### src/rtl/reg_write_arbiter_if.sv
// reg_write_arbiter_if: groups the requester handshake and register-file write bus.
//
// Signals
//   Hold                      : suppresses new grants while high
//   Req_0/1/2                 : requester i wants the register-file write port
//   Dst_0/1/2 [1:0]           : destination register R0-R3 for requester i
//   Data_0/1/2 [WIDTH-1:0]    : write data for requester i
//   Ack_0/1/2                 : combinational grant/capture strobe for requester i
//   Select [1:0]              : registered register select for the load demux
//   Load_DST                  : registered one-cycle write strobe
//   Write_Data [WIDTH-1:0]    : registered write data
//   Reg_Busy [3:0]            : one-hot of Select while Load_DST is high
//   Write_Count [7:0]         : completed writes, wrapping
//
// Modports
//   master : requester/register-file side (drives requests, observes results)
//   slave  : the arbiter
interface reg_write_arbiter_if #(
  parameter int unsigned WIDTH = 8
);
  logic             Hold;
  logic             Req_0;
  logic             Req_1;
  logic             Req_2;
  logic [1:0]       Dst_0;
  logic [1:0]       Dst_1;
  logic [1:0]       Dst_2;
  logic [WIDTH-1:0] Data_0;
  logic [WIDTH-1:0] Data_1;
  logic [WIDTH-1:0] Data_2;
  logic             Ack_0;
  logic             Ack_1;
  logic             Ack_2;
  logic [1:0]       Select;
  logic             Load_DST;
  logic [WIDTH-1:0] Write_Data;
  logic [3:0]       Reg_Busy;
  logic [7:0]       Write_Count;

  modport master (
    output Hold,
    output Req_0, Req_1, Req_2,
    output Dst_0, Dst_1, Dst_2,
    output Data_0, Data_1, Data_2,
    input  Ack_0, Ack_1, Ack_2,
    input  Select, Load_DST, Write_Data, Reg_Busy, Write_Count
  );

  modport slave (
    input  Hold,
    input  Req_0, Req_1, Req_2,
    input  Dst_0, Dst_1, Dst_2,
    input  Data_0, Data_1, Data_2,
    output Ack_0, Ack_1, Ack_2,
    output Select, Load_DST, Write_Data, Reg_Busy, Write_Count
  );
endinterface

### src/rtl/reg_write_arbiter.sv
// reg_write_arbiter: three-requester round-robin arbiter for a single register-file
// write port. A grant (Ack_i) is combinational; the granted destination and data are
// registered on the grant edge and presented with Load_DST for exactly one cycle, so a
// write can be issued every cycle.
//
// Ports
//   Clock   : single clock, rising edge
//   Reset_n : asynchronous active-low reset
//   bus     : reg_write_arbiter_if.slave (requests in, acks and write bus out)
//
// WIDTH must match the WIDTH of the connected interface instance.
module reg_write_arbiter #(
  parameter int unsigned WIDTH = 8
) (
  input logic               Clock,
  input logic               Reset_n,
  reg_write_arbiter_if.slave bus
);

  logic [2:0]       req;
  logic [2:0]       gnt;
  logic             gnt_any;
  logic [1:0]       gnt_idx;
  logic [1:0]       sel_d;
  logic [WIDTH-1:0] data_d;

  logic [1:0]       last_q;
  logic             load_q;
  logic [1:0]       sel_q;
  logic [WIDTH-1:0] data_q;
  logic [7:0]       count_q;

  assign req = {bus.Req_2, bus.Req_1, bus.Req_0};

  // Round-robin: the requester after Last has highest priority, Last itself lowest.
  // Grants are masked in reset so every Ack reads 0 as soon as Reset_n falls.
  always_comb begin
    gnt = 3'b000;
    if (Reset_n && !bus.Hold) begin
      unique case (last_q)
        2'd0: begin
          if      (req[1]) gnt = 3'b010;
          else if (req[2]) gnt = 3'b100;
          else if (req[0]) gnt = 3'b001;
        end
        2'd1: begin
          if      (req[2]) gnt = 3'b100;
          else if (req[0]) gnt = 3'b001;
          else if (req[1]) gnt = 3'b010;
        end
        default: begin
          if      (req[0]) gnt = 3'b001;
          else if (req[1]) gnt = 3'b010;
          else if (req[2]) gnt = 3'b100;
        end
      endcase
    end
  end

  assign gnt_any = |gnt;

  always_comb begin
    gnt_idx = 2'd0;
    if (gnt[1]) gnt_idx = 2'd1;
    if (gnt[2]) gnt_idx = 2'd2;
  end

  always_comb begin
    sel_d  = bus.Dst_0;
    data_d = bus.Data_0;
    unique case (gnt_idx)
      2'd1: begin
        sel_d  = bus.Dst_1;
        data_d = bus.Data_1;
      end
      2'd2: begin
        sel_d  = bus.Dst_2;
        data_d = bus.Data_2;
      end
      default: begin
        sel_d  = bus.Dst_0;
        data_d = bus.Data_0;
      end
    endcase
  end

  // Select/Write_Data/Last only move on a grant; Load_DST follows the grant by one
  // cycle. Reset clears load_q, which discards any staged write before it counts.
  always_ff @(posedge Clock or negedge Reset_n) begin
    if (!Reset_n) begin
      last_q  <= 2'd2;
      load_q  <= 1'b0;
      sel_q   <= 2'd0;
      data_q  <= '0;
      count_q <= 8'd0;
    end else begin
      load_q <= gnt_any;
      if (gnt_any) begin
        last_q <= gnt_idx;
        sel_q  <= sel_d;
        data_q <= data_d;
      end
      if (load_q) begin
        count_q <= count_q + 8'd1;
      end
    end
  end

  assign bus.Ack_0       = gnt[0];
  assign bus.Ack_1       = gnt[1];
  assign bus.Ack_2       = gnt[2];
  assign bus.Select      = sel_q;
  assign bus.Load_DST    = load_q;
  assign bus.Write_Data  = data_q;
  assign bus.Reg_Busy    = load_q ? (4'b0001 << sel_q) : 4'b0000;
  assign bus.Write_Count = count_q;

  a_ack_onehot0 : assert property (@(posedge Clock) disable iff (!Reset_n) $onehot0(gnt));
  a_last_legal  : assert property (@(posedge Clock) disable iff (!Reset_n) last_q != 2'd3);

endmodule
### src/flat_wrapper.sv
// flat-port wrapper written by rule: the top's interface ports become plain ports
module reg_write_arbiter_flat 
#(
  parameter int unsigned WIDTH = 8
)
  (Clock, Reset_n, bus_Hold, bus_Req_0, bus_Req_1, bus_Req_2, bus_Dst_0, bus_Dst_1, bus_Dst_2, bus_Data_0, bus_Data_1, bus_Data_2, bus_Ack_0, bus_Ack_1, bus_Ack_2, bus_Select, bus_Load_DST, bus_Write_Data, bus_Reg_Busy, bus_Write_Count);
  reg_write_arbiter_if #(.WIDTH(WIDTH)) bus_i ();
  input logic Clock;
  input logic Reset_n;
  input wire logic [$bits(bus_i.Hold)-1:0] bus_Hold;
  input wire logic [$bits(bus_i.Req_0)-1:0] bus_Req_0;
  input wire logic [$bits(bus_i.Req_1)-1:0] bus_Req_1;
  input wire logic [$bits(bus_i.Req_2)-1:0] bus_Req_2;
  input wire logic [$bits(bus_i.Dst_0)-1:0] bus_Dst_0;
  input wire logic [$bits(bus_i.Dst_1)-1:0] bus_Dst_1;
  input wire logic [$bits(bus_i.Dst_2)-1:0] bus_Dst_2;
  input wire logic [$bits(bus_i.Data_0)-1:0] bus_Data_0;
  input wire logic [$bits(bus_i.Data_1)-1:0] bus_Data_1;
  input wire logic [$bits(bus_i.Data_2)-1:0] bus_Data_2;
  output wire logic [$bits(bus_i.Ack_0)-1:0] bus_Ack_0;
  output wire logic [$bits(bus_i.Ack_1)-1:0] bus_Ack_1;
  output wire logic [$bits(bus_i.Ack_2)-1:0] bus_Ack_2;
  output wire logic [$bits(bus_i.Select)-1:0] bus_Select;
  output wire logic [$bits(bus_i.Load_DST)-1:0] bus_Load_DST;
  output wire logic [$bits(bus_i.Write_Data)-1:0] bus_Write_Data;
  output wire logic [$bits(bus_i.Reg_Busy)-1:0] bus_Reg_Busy;
  output wire logic [$bits(bus_i.Write_Count)-1:0] bus_Write_Count;
  assign bus_i.Hold = bus_Hold;
  assign bus_i.Req_0 = bus_Req_0;
  assign bus_i.Req_1 = bus_Req_1;
  assign bus_i.Req_2 = bus_Req_2;
  assign bus_i.Dst_0 = bus_Dst_0;
  assign bus_i.Dst_1 = bus_Dst_1;
  assign bus_i.Dst_2 = bus_Dst_2;
  assign bus_i.Data_0 = bus_Data_0;
  assign bus_i.Data_1 = bus_Data_1;
  assign bus_i.Data_2 = bus_Data_2;
  assign bus_Ack_0 = bus_i.Ack_0;
  assign bus_Ack_1 = bus_i.Ack_1;
  assign bus_Ack_2 = bus_i.Ack_2;
  assign bus_Select = bus_i.Select;
  assign bus_Load_DST = bus_i.Load_DST;
  assign bus_Write_Data = bus_i.Write_Data;
  assign bus_Reg_Busy = bus_i.Reg_Busy;
  assign bus_Write_Count = bus_i.Write_Count;
  reg_write_arbiter #(.WIDTH(WIDTH)) u_core (.Clock(Clock), .Reset_n(Reset_n), .bus(bus_i));
endmodule
### config.mk
export PLATFORM = sky130hd
export DESIGN_NAME = reg_write_arbiter_flat
export DESIGN_NICKNAME = d
export VERILOG_FILES = /design/src/rtl/reg_write_arbiter_if.sv /design/src/rtl/reg_write_arbiter.sv /design/src/flat_wrapper.sv
export SDC_FILE = /design/constraint.sdc
export NUM_CORES = 1
export LEC_CHECK = 0
export BUFFER_PORTS_ARGS = -buffer_cell sky130_fd_sc_hd__buf_4
export CAP_MARGIN = 20
export CORE_MARGIN = 2
export CORE_UTILIZATION = 30
export DETAILED_ROUTE_END_ITERATION = 8
export PLACE_DENSITY = 0.6
export SLEW_MARGIN = 20
export SYNTH_ARGS = -nofsm -noshare
export SYNTH_HDL_FRONTEND = slang
export SYNTH_SLANG_ARGS = --single-unit
### constraint.sdc
create_clock -name Clock -period 2.1 [get_ports Clock]
set_input_delay 0.42 -clock Clock [delete_from_list [all_inputs] [get_ports Clock]]
set_output_delay 0.42 -clock Clock [all_outputs]
set_load 0.01 [all_outputs]
==> metrics <==
run status complete, no violations; Antenna Nets Post-Route 0; number of fill cells around 340; share of cells above drive strength 1 46.0%; Required @ worst endpoint between 1.5 and 2 ns; Routed WL between 2000 and 3000 um; Yosys warnings 0; Max-slew headroom 79.7%; Resized Gates After CTS 0; RSZ-0062 raised after global routing false; most frequent cell after synthesis dfrtp_1; crit end category primary output; Die ar. between 4000 and 5000 um2; hpwl dp about 2300 um; global-route wire length before repair 5170 um; max cap viols 0; Lkg Pwr just under 0.9 nW; Worst-Skew Late Latency 0.30 ns; Max H-tree Level 1; post-detailed-route wirelength per cell 14.1 um; ant diodes 0; routed length on met1 about 1300 um; Final Slew Violations 0; post-synth top area cell dfrtp_1; sequential share of power between 40% and 50%; synth top area cells dfrtp_1 46%, nor3b_1 7.6%, a211o_1 7.2%; EDFF count, synth 0; syn_nets approximately 130; initial core utilization 31.9%; CP Max Fanout 12; Yosys cell types 32; total CTS buffers 3; setup tns final 0 ns; grt total ovfl 0; Die Y about 64 um; Vias slightly above 1k; Setup violations, final 0; Die Width 64.3 um; CTS tree built; Placed Area between 1500 and 2000 um2; Yosys top cell area share between 40% and 50%; initial antenna violation count 0; met2 WL roughly 1300 um; Switching Fraction between 30% and 40%; DP Worst Slack between 0.3 and 0.4 ns; Ports 62; clk buf depth 2; Pre-antenna DRT Iters 4; worst min path class in -> async; Post-synth top flop dfrtp_1; sequential fraction of the synthesis area between 40% and 50%; num rows 21; Post-synth ARST share 100%; Post-Synthesis Cells 97; wire length on met3 239 um; slew at the pin with the worst max-slew slack around 0.30 ns; PortBufs just over 60; VDD IR-drop max approximately 0.35 mV; placer congestion estimate 0.790; pin count of the biggest net entering global routing 22; CTS sink count 21; synthesis-stage register bit count 21; WS Path Type reg -> out; Crit path arrival time ~1.5 ns; Setup Buffers After CTS 0; Gate power share about two fifths; Max Clock Skew 0.00501 ns; Startpoint Class flop; starting DRC count in detailed routing 35; clk slew on worst S/H paths between 0.1 and 0.15 ns; commonest cells in the netlist 20 x dfrtp_1, 11 x nor3b_1, 9 x a211o_1, 9 x a22o_1, 6 x nand2_1; vias in the first global route around 1.1k; PD cells 796 nW/um2; hold buffers post-CTS 0; Tmin final about 1.9 ns; Synth Area per Inst ~11 um2; P_int between 0.8 and 0.9 mW; NumNets Final roughly 200; Top Layer Used met4; maximum clock rate 524 MHz; CTS root buf clkbuf_4; routed vias/inst approximately 5.0; area delta synth->final 50.6%; drc violations 0; post-synthesis cell area 1090 um2; Clk network pwr share ~14%; Final period util approximately 91%; GRT Util Overall around 16%; design area 1640 um2; Psw about 0.43 mW; Final Hold Vio Count 0; Final WS setup 0.190 ns; core region area 3420 um2
## placed cells by master (no fill, tap or decap), types with 2 or more instances in the layout
cell,Yosys,layout
xor2_1,2,2
xnor2_1,5,5
nand2_1,6,6
clkbuf_4,0,3
and3_1,2,2
buf_4,0,66
o22a_1,2,2
nor3b_1,11,11
a21o_1,2,2
a211o_1,9,9
and2b_1,2,2
nand4_1,2,2
nor2_1,3,3
a22o_1,9,9
dfrtp_1,20,20
## power groups by stage
stage	sequential, mW	combinational [mW]	clock (mW)
6_report	0.620	0.499	0.190
3_3_place_gp	0.624	0.500	0
3_5_place_dp	0.627	0.505	0
4_1_cts	0.621	0.505	0.200
5_1_grt	0.645	0.544	0.224
2_1_floorplan	0.649	0.197	0
## critical path: stages (launching register included)
cell,delay (ns)
dfrtp_1,0.40
and2b_1,0.20
and4b_4,0.44
buf_4,0.16
## stage by stage
stage          std cells  total power [mW]  utilization (%)  hold slack, ns
6_report             207              1.31             48.1           0.100
3_5_place_dp         203              1.13             47.3           0.442
4_1_cts              207              1.33             48.1           0.101
3_3_place_gp         203              1.12             47.3           0.446
2_1_floorplan         97             0.846                -           0.124
5_1_grt              207              1.41             48.1          0.0940
## kinds of logic after synthesis
logic type	synth area share, %
buffers and inverters	3.44
muxes	1.03
adders and majority gates	1.15
and+or+nand+nor	18.8
DFF	48.3
AOI/OAI and AO/OA	21.7
xor gates and xnor gates	5.62
## path summary, 6_finish.rpt
kind / start / endpoint / slack, ns / cells past startpoint
hold / removal: Reset_n / u_core.bus.Select[1] / 0.10 / 2
setup reg to reg: u_core.last_q[1] / u_core.bus.Write_Data[3] / 0.50 / 4
min in group Clock: bus_Data_0[2] / u_core.bus.Write_Data[2] / 0.32 / 2
max in group asynchronous: Reset_n / u_core.last_q[1] / 1.73 / 2
setup / recovery: u_core.last_q[0] / bus_Ack_2 / 0.19 / 3
hold reg to reg: u_core.bus.Write_Count[7] / u_core.bus.Write_Count[7] / 0.48 / 1
## sequential cells by signal, indices dropped and copies added (netlist names)
| register | cells |
|---|---|
| u_core.bus.Write_Count | 8 |
| u_core.bus.Write_Data | 8 |
| u_core.bus.Select | 2 |
| u_core.last_q | 2 |
| u_core.bus.Load_DST | 1 |
## routing by layer
layer	vias up	GRT usage (%)
met1	491	20.7
met5	-	0
li1	492	-
met2	44	26.3
met4	0	5.59
met3	2	3.35
## final cells by class
cell class	instances	area (um2)	share of cell area (%)
Tap cell	46	57.6	3.50
Clock inverter	1	5.00	0.305
Sequential cell	21	527	32.1
Clock buffer	3	22.5	1.37
Inverter	1	3.75	0.228
Timing Repair Buffer	66	495	30.2
Multi-Input combinational cell	69	532	32.4
(Power assumes the default switching activity.)
